===== config.mk =====
export PLATFORM = sky130hd
export DESIGN_NAME = regfile_sb_flat
export DESIGN_NICKNAME = d
export VERILOG_FILES = /design/src/rtl/regfile_pkg.sv /design/src/rtl/regfile_sb_if.sv /design/src/rtl/regfile_scoreboard.sv /design/src/rtl/regfile_sb.sv /design/src/flat_wrapper.sv
export SDC_FILE = /design/constraint.sdc
export NUM_CORES = 2
export LEC_CHECK = 0
export CORE_MARGIN = 10
export CORE_UTILIZATION = 40
export CTS_BUF_LIST = sky130_fd_sc_hd__clkbuf_8
export CTS_CLUSTER_DIAMETER = 60
export CTS_CLUSTER_SIZE = 20
export DETAILED_ROUTE_END_ITERATION = 8
export SLEW_MARGIN = 0
export SYNTH_ARGS = -nofsm -noshare
export SYNTH_HDL_FRONTEND = slang
export SYNTH_SLANG_ARGS = --single-unit

===== constraint.sdc =====
create_clock -name clk -period 4.6 [get_ports clk]
set_input_delay 0.92 -clock clk [delete_from_list [all_inputs] [get_ports clk]]
set_output_delay 0.92 -clock clk [all_outputs]
set_load 0.05 [all_outputs]

===== src/rtl/regfile_pkg.sv =====
// regfile_pkg: shared defaults and types for the register file with busy scoreboard.
package regfile_pkg;

    localparam int XLEN_DEF  = 32;
    localparam int NREGS_DEF = 32;

    typedef logic [XLEN_DEF-1:0]          word_t;
    typedef logic [$clog2(NREGS_DEF)-1:0] reg_addr_t;

endpackage


===== src/rtl/regfile_sb_if.sv =====
// regfile_sb_if: decode/writeback-side bundle for regfile_sb.
// Reservation handshake: a reservation transfers on a clk posedge where
// iss_valid && iss_ready. iss_ready is a function of iss_rd and registered
// state only, never of iss_valid, so the requester may sample it before
// deciding to assert iss_valid.
interface regfile_sb_if
    import regfile_pkg::*;
#(
    parameter int XLEN  = XLEN_DEF,
    parameter int NREGS = NREGS_DEF,
    parameter int NRD   = 2
) ();
    localparam int AW = $clog2(NREGS);
    localparam int CW = $clog2(NREGS + 1);

    logic [NRD*AW-1:0]   rd_addr;
    logic [NRD*XLEN-1:0] rd_data;
    logic [NRD-1:0]      rd_busy;
    logic                we;
    logic [AW-1:0]       wa;
    logic [XLEN-1:0]     wd;
    logic                iss_valid;
    logic [AW-1:0]       iss_rd;
    logic                iss_ready;
    logic [CW-1:0]       busy_cnt;

    modport master (
        output rd_addr, we, wa, wd, iss_valid, iss_rd,
        input  rd_data, rd_busy, iss_ready, busy_cnt
    );

    modport slave (
        input  rd_addr, we, wa, wd, iss_valid, iss_rd,
        output rd_data, rd_busy, iss_ready, busy_cnt
    );
endinterface


===== src/rtl/regfile_scoreboard.sv =====
// regfile_scoreboard: per-register busy bits for long-latency destinations,
// issue readiness and a running busy count. A same-cycle set and clear can
// only target different registers (set needs not-busy, clear needs busy),
// except that set wins if both hit the same register.
module regfile_scoreboard
    import regfile_pkg::*;
#(
    parameter int NREGS    = NREGS_DEF,
    parameter int ZERO_REG = 1,
    localparam int AW = $clog2(NREGS),
    localparam int CW = $clog2(NREGS + 1)
) (
    input  logic             clk,
    input  logic             rst,
    input  logic             we_i,
    input  logic [AW-1:0]    wa_i,
    input  logic             iss_valid_i,
    input  logic [AW-1:0]    iss_rd_i,
    output logic             iss_ready_o,
    output logic [NREGS-1:0] busy_o,
    output logic [CW-1:0]    busy_cnt_o
);

    logic [NREGS-1:0] busy_q, busy_d;
    logic [CW-1:0]    cnt_q, cnt_d;
    logic             iss_zero, set_en, clr_en;

    // Readiness, set/clear decisions and next busy state / count.
    always_comb begin
        iss_zero    = (ZERO_REG != 0) && (iss_rd_i == '0);
        iss_ready_o = !busy_q[iss_rd_i] || iss_zero;
        set_en      = iss_valid_i && iss_ready_o && !iss_zero;
        clr_en      = we_i && busy_q[wa_i];
        busy_d      = busy_q;
        if (clr_en) busy_d[wa_i] = 1'b0;
        if (set_en) busy_d[iss_rd_i] = 1'b1;
        cnt_d = cnt_q;
        case ({set_en, clr_en})
            2'b10:   cnt_d = cnt_q + CW'(1);
            2'b01:   cnt_d = cnt_q - CW'(1);
            default: cnt_d = cnt_q;
        endcase
    end

    // Busy state register; reset drops every reservation.
    always_ff @(posedge clk) begin
        if (rst) begin
            busy_q <= '0;
            cnt_q  <= '0;
        end else begin
            busy_q <= busy_d;
            cnt_q  <= cnt_d;
        end
    end

    assign busy_o     = busy_q;
    assign busy_cnt_o = cnt_q;

endmodule


===== src/rtl/regfile_sb.sv =====
// regfile_sb: integer register file with NRD combinational read ports, one
// synchronous write port and a busy scoreboard for long-latency writebacks.
// Optional macro REGFILE_BYPASS_EN: same-cycle write-through forwarding onto
// read ports whose address matches the active write.
module regfile_sb
    import regfile_pkg::*;
#(
    parameter int XLEN     = XLEN_DEF,
    parameter int NREGS    = NREGS_DEF,
    parameter int NRD      = 2,
    parameter int ZERO_REG = 1
) (
    input logic         clk,
    input logic         rst,
    regfile_sb_if.slave bus
);
    localparam int AW = $clog2(NREGS);

    logic [XLEN-1:0]  mem_q [NREGS];
    logic [NREGS-1:0] busy;
    logic             wr_zero;

    assign wr_zero = (ZERO_REG != 0) && (bus.wa == '0);

    // Storage: clear on reset, otherwise accept writes except to hardwired x0.
    always_ff @(posedge clk) begin
        if (rst) begin
            for (int i = 0; i < NREGS; i++) mem_q[i] <= '0;
        end else if (bus.we && !wr_zero) begin
            mem_q[bus.wa] <= bus.wd;
        end
    end

    regfile_scoreboard #(
        .NREGS    (NREGS),
        .ZERO_REG (ZERO_REG)
    ) u_sb (
        .clk         (clk),
        .rst         (rst),
        .we_i        (bus.we),
        .wa_i        (bus.wa),
        .iss_valid_i (bus.iss_valid),
        .iss_rd_i    (bus.iss_rd),
        .iss_ready_o (bus.iss_ready),
        .busy_o      (busy),
        .busy_cnt_o  (bus.busy_cnt)
    );

    for (genvar k = 0; k < NRD; k++) begin : g_rd
        logic [AW-1:0]   addr;
        logic [XLEN-1:0] port_data;
        logic            port_busy;

        assign addr = bus.rd_addr[k*AW +: AW];

        // Read mux: x0 forced to zero, optional forwarding of the active write.
        always_comb begin
            port_data = mem_q[addr];
            port_busy = busy[addr];
`ifdef REGFILE_BYPASS_EN
            if (bus.we && !wr_zero && (bus.wa == addr)) begin
                port_data = bus.wd;
                port_busy = 1'b0;
            end
`endif
            if ((ZERO_REG != 0) && (addr == '0)) begin
                port_data = '0;
                port_busy = 1'b0;
            end
        end

        assign bus.rd_data[k*XLEN +: XLEN] = port_data;
        assign bus.rd_busy[k]              = port_busy;
    end

endmodule

===== src/flat_wrapper.sv =====
// flat-port wrapper written by rule: the top's interface ports become plain ports
module regfile_sb_flat import regfile_pkg::*;
#(
    parameter int XLEN     = XLEN_DEF,
    parameter int NREGS    = NREGS_DEF,
    parameter int NRD      = 2,
    parameter int ZERO_REG = 1
)
  (clk, rst, bus_rd_addr, bus_we, bus_wa, bus_wd, bus_iss_valid, bus_iss_rd, bus_rd_data, bus_rd_busy, bus_iss_ready, bus_busy_cnt);
  regfile_sb_if #(.XLEN(XLEN), .NREGS(NREGS), .NRD(NRD)) bus_i ();
  input logic clk;
  input logic rst;
  input wire logic [$bits(bus_i.rd_addr)-1:0] bus_rd_addr;
  input wire logic [$bits(bus_i.we)-1:0] bus_we;
  input wire logic [$bits(bus_i.wa)-1:0] bus_wa;
  input wire logic [$bits(bus_i.wd)-1:0] bus_wd;
  input wire logic [$bits(bus_i.iss_valid)-1:0] bus_iss_valid;
  input wire logic [$bits(bus_i.iss_rd)-1:0] bus_iss_rd;
  output wire logic [$bits(bus_i.rd_data)-1:0] bus_rd_data;
  output wire logic [$bits(bus_i.rd_busy)-1:0] bus_rd_busy;
  output wire logic [$bits(bus_i.iss_ready)-1:0] bus_iss_ready;
  output wire logic [$bits(bus_i.busy_cnt)-1:0] bus_busy_cnt;
  assign bus_i.rd_addr = bus_rd_addr;
  assign bus_i.we = bus_we;
  assign bus_i.wa = bus_wa;
  assign bus_i.wd = bus_wd;
  assign bus_i.iss_valid = bus_iss_valid;
  assign bus_i.iss_rd = bus_iss_rd;
  assign bus_rd_data = bus_i.rd_data;
  assign bus_rd_busy = bus_i.rd_busy;
  assign bus_iss_ready = bus_i.iss_ready;
  assign bus_busy_cnt = bus_i.busy_cnt;
  regfile_sb #(.XLEN(XLEN), .NREGS(NREGS), .NRD(NRD), .ZERO_REG(ZERO_REG)) u_core (.clk(clk), .rst(rst), .bus(bus_i));
endmodule

==> summary.md <==
| Metric | Value |
|---|---|
| Crit-path max cell delay | `0.53 ns` |
| Finish-stage setup viols | `0` |
| # Post-CTS Setup Buffers | `0` |
| Final Util | `45.8%` |
| Share of cells above drive strength 1 | `32.8%` |
| Die area | `159000 um2` |
| GRT Total Usage | `24.7%` |
| Post-synthesis average cell area | `16.0 um2` |
| Initial drt markers | `4793` |
| Num rows | `138` |
| H-tree depth | `3` |
| I/O pins | `129` |
| Gr ovfl total | `0` |
| Cell Area, Placed | `62700 um2` |
| Initial core utilization | `40.4%` |
| Hold Crit Start | `rst` |
| Reg2reg start | `u_core.u_sb.busy_o[1]` |
| Hold Violations, Final | `0` |
| Core area | `142000 um2` |
| Netlist cell types | `53` |
| Worst Hold Path EP | `u_core.u_sb.busy_cnt_o[1]` |
| Worst setup SP type | `primary input` |
| Reg clk slew, reported paths | `0.09 ns` |
| Synth top area share | `53.7%` |
| Initial antenna violation count | `18` |
| Vias per inst | `6.22` |
| Status | `finished, final reports clean` |
| Top layer in use | `met5` |
| DP Worst Slack | `0.0410 ns` |
| Number of synthesized flops with an enable pin | `1024` |
| Unrepaired setup endpoints after global routing | `no` |
| Reg-to-Reg End | `u_core.u_sb.busy_cnt_o[3]` |
| CTS Sinks | `1062` |
| Clock root cell | `clkbuf_8` |
| Synth warn | `0` |
| Vias after detailed routing | `35300` |
| R2R depth | `12` |
| Slowest CP cell | `mux4_2` |
| Final Max Slew Viols | `0` |
| Average wire per standard cell | `34.9 um` |
| Peak supply drop | `0.000273 V` |
| Input/output buffers | `128` |
| Num CTS Buffers | `94` |
| Clock Skews | `0.0436 ns` |
| R2r setup slk | `1.19 ns` |
| Synth Flop Type | `edfxtp_1` |
| Die span in y | `398 um` |
| Chip width | `398 um` |
| Gpl congestion | `0.897` |
| CP Cell Sequence | `buf_8 -> buf_12 -> mux4_2 -> mux4_2 -> mux2i_1 -> buf_4 -> nor2_1 -> buf_4` |
| Routed Antenna Nets | `0` |
| Yosys reg bits | `1062` |
| # hold bufs at CTS | `0` |
| Largest net degree at the start of global routing | `56` |
| Cell Area, Synth | `57200 um2` |
| Nets | `3746` |
| Hold WC Path Type | `primary input to flip-flop` |
| Fin Hold WS | `0.506 ns` |
| Post-route setup slack | `0.181 ns` |
| Detail Route met3 WL | `19300 um` |
| DRC viols | `0` |
| DRT Pass-1 Iters | `7` |
| Post-DP HPWL | `118000 um` |
| Critical Path End Type | `output pin` |
| Hold Path Depth | `2` |
| Kind of critical path | `primary input to output pin` |
| Cell area after layout | `64900 um2` |
| Slew headroom | `15.4%` |
| Synth area leader | `edfxtp_1` |
| Post_cts resized | `0` |
| Asr flop ratio synth | `0%` |
| WL met2 | `94300 um` |
| First-pass GRT wire length | `277000 um` |
| Setup_tns | `0 ns` |
| Vias in the first global route | `35400` |
| Area added between synthesis and finish | `13.5%` |
| CP required | `3.68 ns` |
| Power per Cell Area | `330 nW/um2` |
| CTS tree | `done` |
| Clk Latency, worst-skew pair | `0.86 ns` |
| Total of max-cap violations | `0` |
| Tmin final | `4.42 ns` |
| Max Freq | `226 MHz` |
| Tcrit/Tclk final | `96.1%` |
| Most area-consuming cells after synthesis | `edfxtp_1 (54%), mux4_2 (26%), and2_1 (11%)` |
| Crit path max fanout | `29` |
| Worst-margin pin slew | `1.27 ns` |
| Synthesized instance count | `3574` |
| Crit path arrival time | `3.50 ns` |
| Leak pwr | `21.8 nW` |
| Routed WL | `198000 um` |
| Register area share after synthesis | `55.1%` |
| M1 wire length | `77100 um` |
| CTS max path bufs | `3` |
## cell usage in the layout, fill, tap and decap left out, types with 6 or more instances in the layout
master | synthesis | layout
a211oi_1 | 6 | 6
a21oi_1 | 29 | 29
and2_1 | 997 | 997
buf_12 | 0 | 88
buf_4 | 4 | 229
clkbuf_8 | 0 | 94
clkdlybuf4s50_1 | 0 | 50
clkinv_1 | 1 | 6
clkinv_2 | 0 | 8
clkinv_8 | 0 | 9
clkinvlp_4 | 0 | 7
conb_1 | 1 | 32
dfxtp_1 | 38 | 38
diode_2 | 0 | 8
edfxtp_1 | 1024 | 1024
inv_1 | 18 | 21
inv_6 | 0 | 21
inv_8 | 0 | 12
mux2i_1 | 79 | 79
mux4_2 | 669 | 669
nand2_1 | 48 | 48
nand2b_1 | 8 | 8
nand3b_1 | 6 | 6
nor2_1 | 113 | 83
nor2_4 | 0 | 30
nor2b_1 | 9 | 9
nor3_1 | 6 | 6
o21ai_0 | 34 | 6
o21ai_4 | 0 | 28
o221ai_1 | 6 | 6
o32ai_1 | 24 | 24
or2_2 | 9 | 9
or3_1 | 7 | 7
## cell usage after synthesis, types with 3 or more instances
| library cell | number |
|---|---|
| edfxtp_1 | 1024 |
| and2_1 | 997 |
| mux4_2 | 669 |
| clkbuf_1 | 299 |
| nor2_1 | 113 |
| mux2i_1 | 79 |
| buf_2 | 62 |
| nand2_1 | 48 |
| dfxtp_1 | 38 |
| o21ai_0 | 34 |
| a21oi_1 | 29 |
| o32ai_1 | 24 |
| buf_1 | 20 |
| inv_1 | 18 |
| nor2b_1 | 9 |
| or2_2 | 9 |
| nand2b_1 | 8 |
| or3_1 | 7 |
| a211oi_1 | 6 |
| nand3b_1 | 6 |
| nor3_1 | 6 |
| o221ai_1 | 6 |
| and3_1 | 5 |
| a31oi_1 | 4 |
| and3b_1 | 4 |
| buf_4 | 4 |
| mux2_2 | 4 |
| nand3_1 | 4 |
| a22oi_1 | 3 |
| ha_1 | 3 |
| or4_1 | 3 |
| xor2_1 | 3 |
## sequential cells by signal (all words and copies together) (netlist names)
signal / count
u_core.mem_q: 1024
u_core.u_sb.busy_cnt_o: 6
u_core.u_sb.busy_o: 32
## final cells by class
cell class              instances  area (um2)
clock buffers                  94        1290
flip-flops and latches       1062       31500
repair buffers                373        4060
diodes                          8        20.0
well taps                    1890        2360
inverters                      20        75.1
fillers                     12100       76800
multi-input cells            2136       24700
clock inverters                82         887
## metrics by stage
| stage | instances | power (mW) |
|---|---|---|
| 2_1_floorplan | 3605 | 13.7 |
| 3_3_place_gp | 5480 | 15.2 |
| 3_5_place_dp | 5480 | 15.2 |
| 4_1_cts | 5656 | 21.5 |
| 5_1_grt | 5660 | 22.0 |
| 6_report | 5665 | 21.5 |
## routing by layer
metal | global-route usage (%) | vias to the layer above
met3 | 4.53 | 373
met5 | 0 | -
met2 | 39.6 | 2048
li1 | - | 14100
met4 | 9.00 | 2
met1 | 33.5 | 18800
## where the power goes
group / switching [mW] / total, mW / internal [mW]
Sequential: 0.259 / 11.4 / 11.1
Clock: 3.99 / 6.47 / 2.48
Combinational: 2.08 / 3.63 / 1.56
Total: 6.33 / 21.5 / 15.1
## worst max-delay path: cells and delay by family
family	cells	cell delay (ns)
and+or+nand+nor	1	0.04
buffers and inverters	4	1.07
muxes	3	1.38
## cell families (layout without fill, tap and decap cells)
kind of cell               count (synthesis)  after routing  synth area share (%)
and+or+nand+nor                         1225           1225                  12.7
DFF                                     1062           1062                  55.1
muxes                                    752            752                  27.8
buffers and inverters                    407            569                  2.86
AOI/OAI and AO/OA                        120            120                  1.41
xor gates and xnor gates                   4              4                0.0612
adders and majority gates                  3              3                0.0656
other                                      1             40               0.00655
## worst max-delay path by stage
stage               cells past startpoint                        end      startpoint
floorplan                               6        u_core.mem_q[12][0]       bus_wa[4]
global placement                       13  u_core.u_sb.busy_cnt_o[3]       bus_wa[1]
detailed placement                     13  u_core.u_sb.busy_cnt_o[3]       bus_wa[1]
CTS                                     9            bus_rd_data[10]  bus_rd_addr[0]
global route                            9            bus_rd_data[10]  bus_rd_addr[0]
finish                                  8            bus_rd_data[14]  bus_rd_addr[0]
Power figures use the tool's default switching activity.
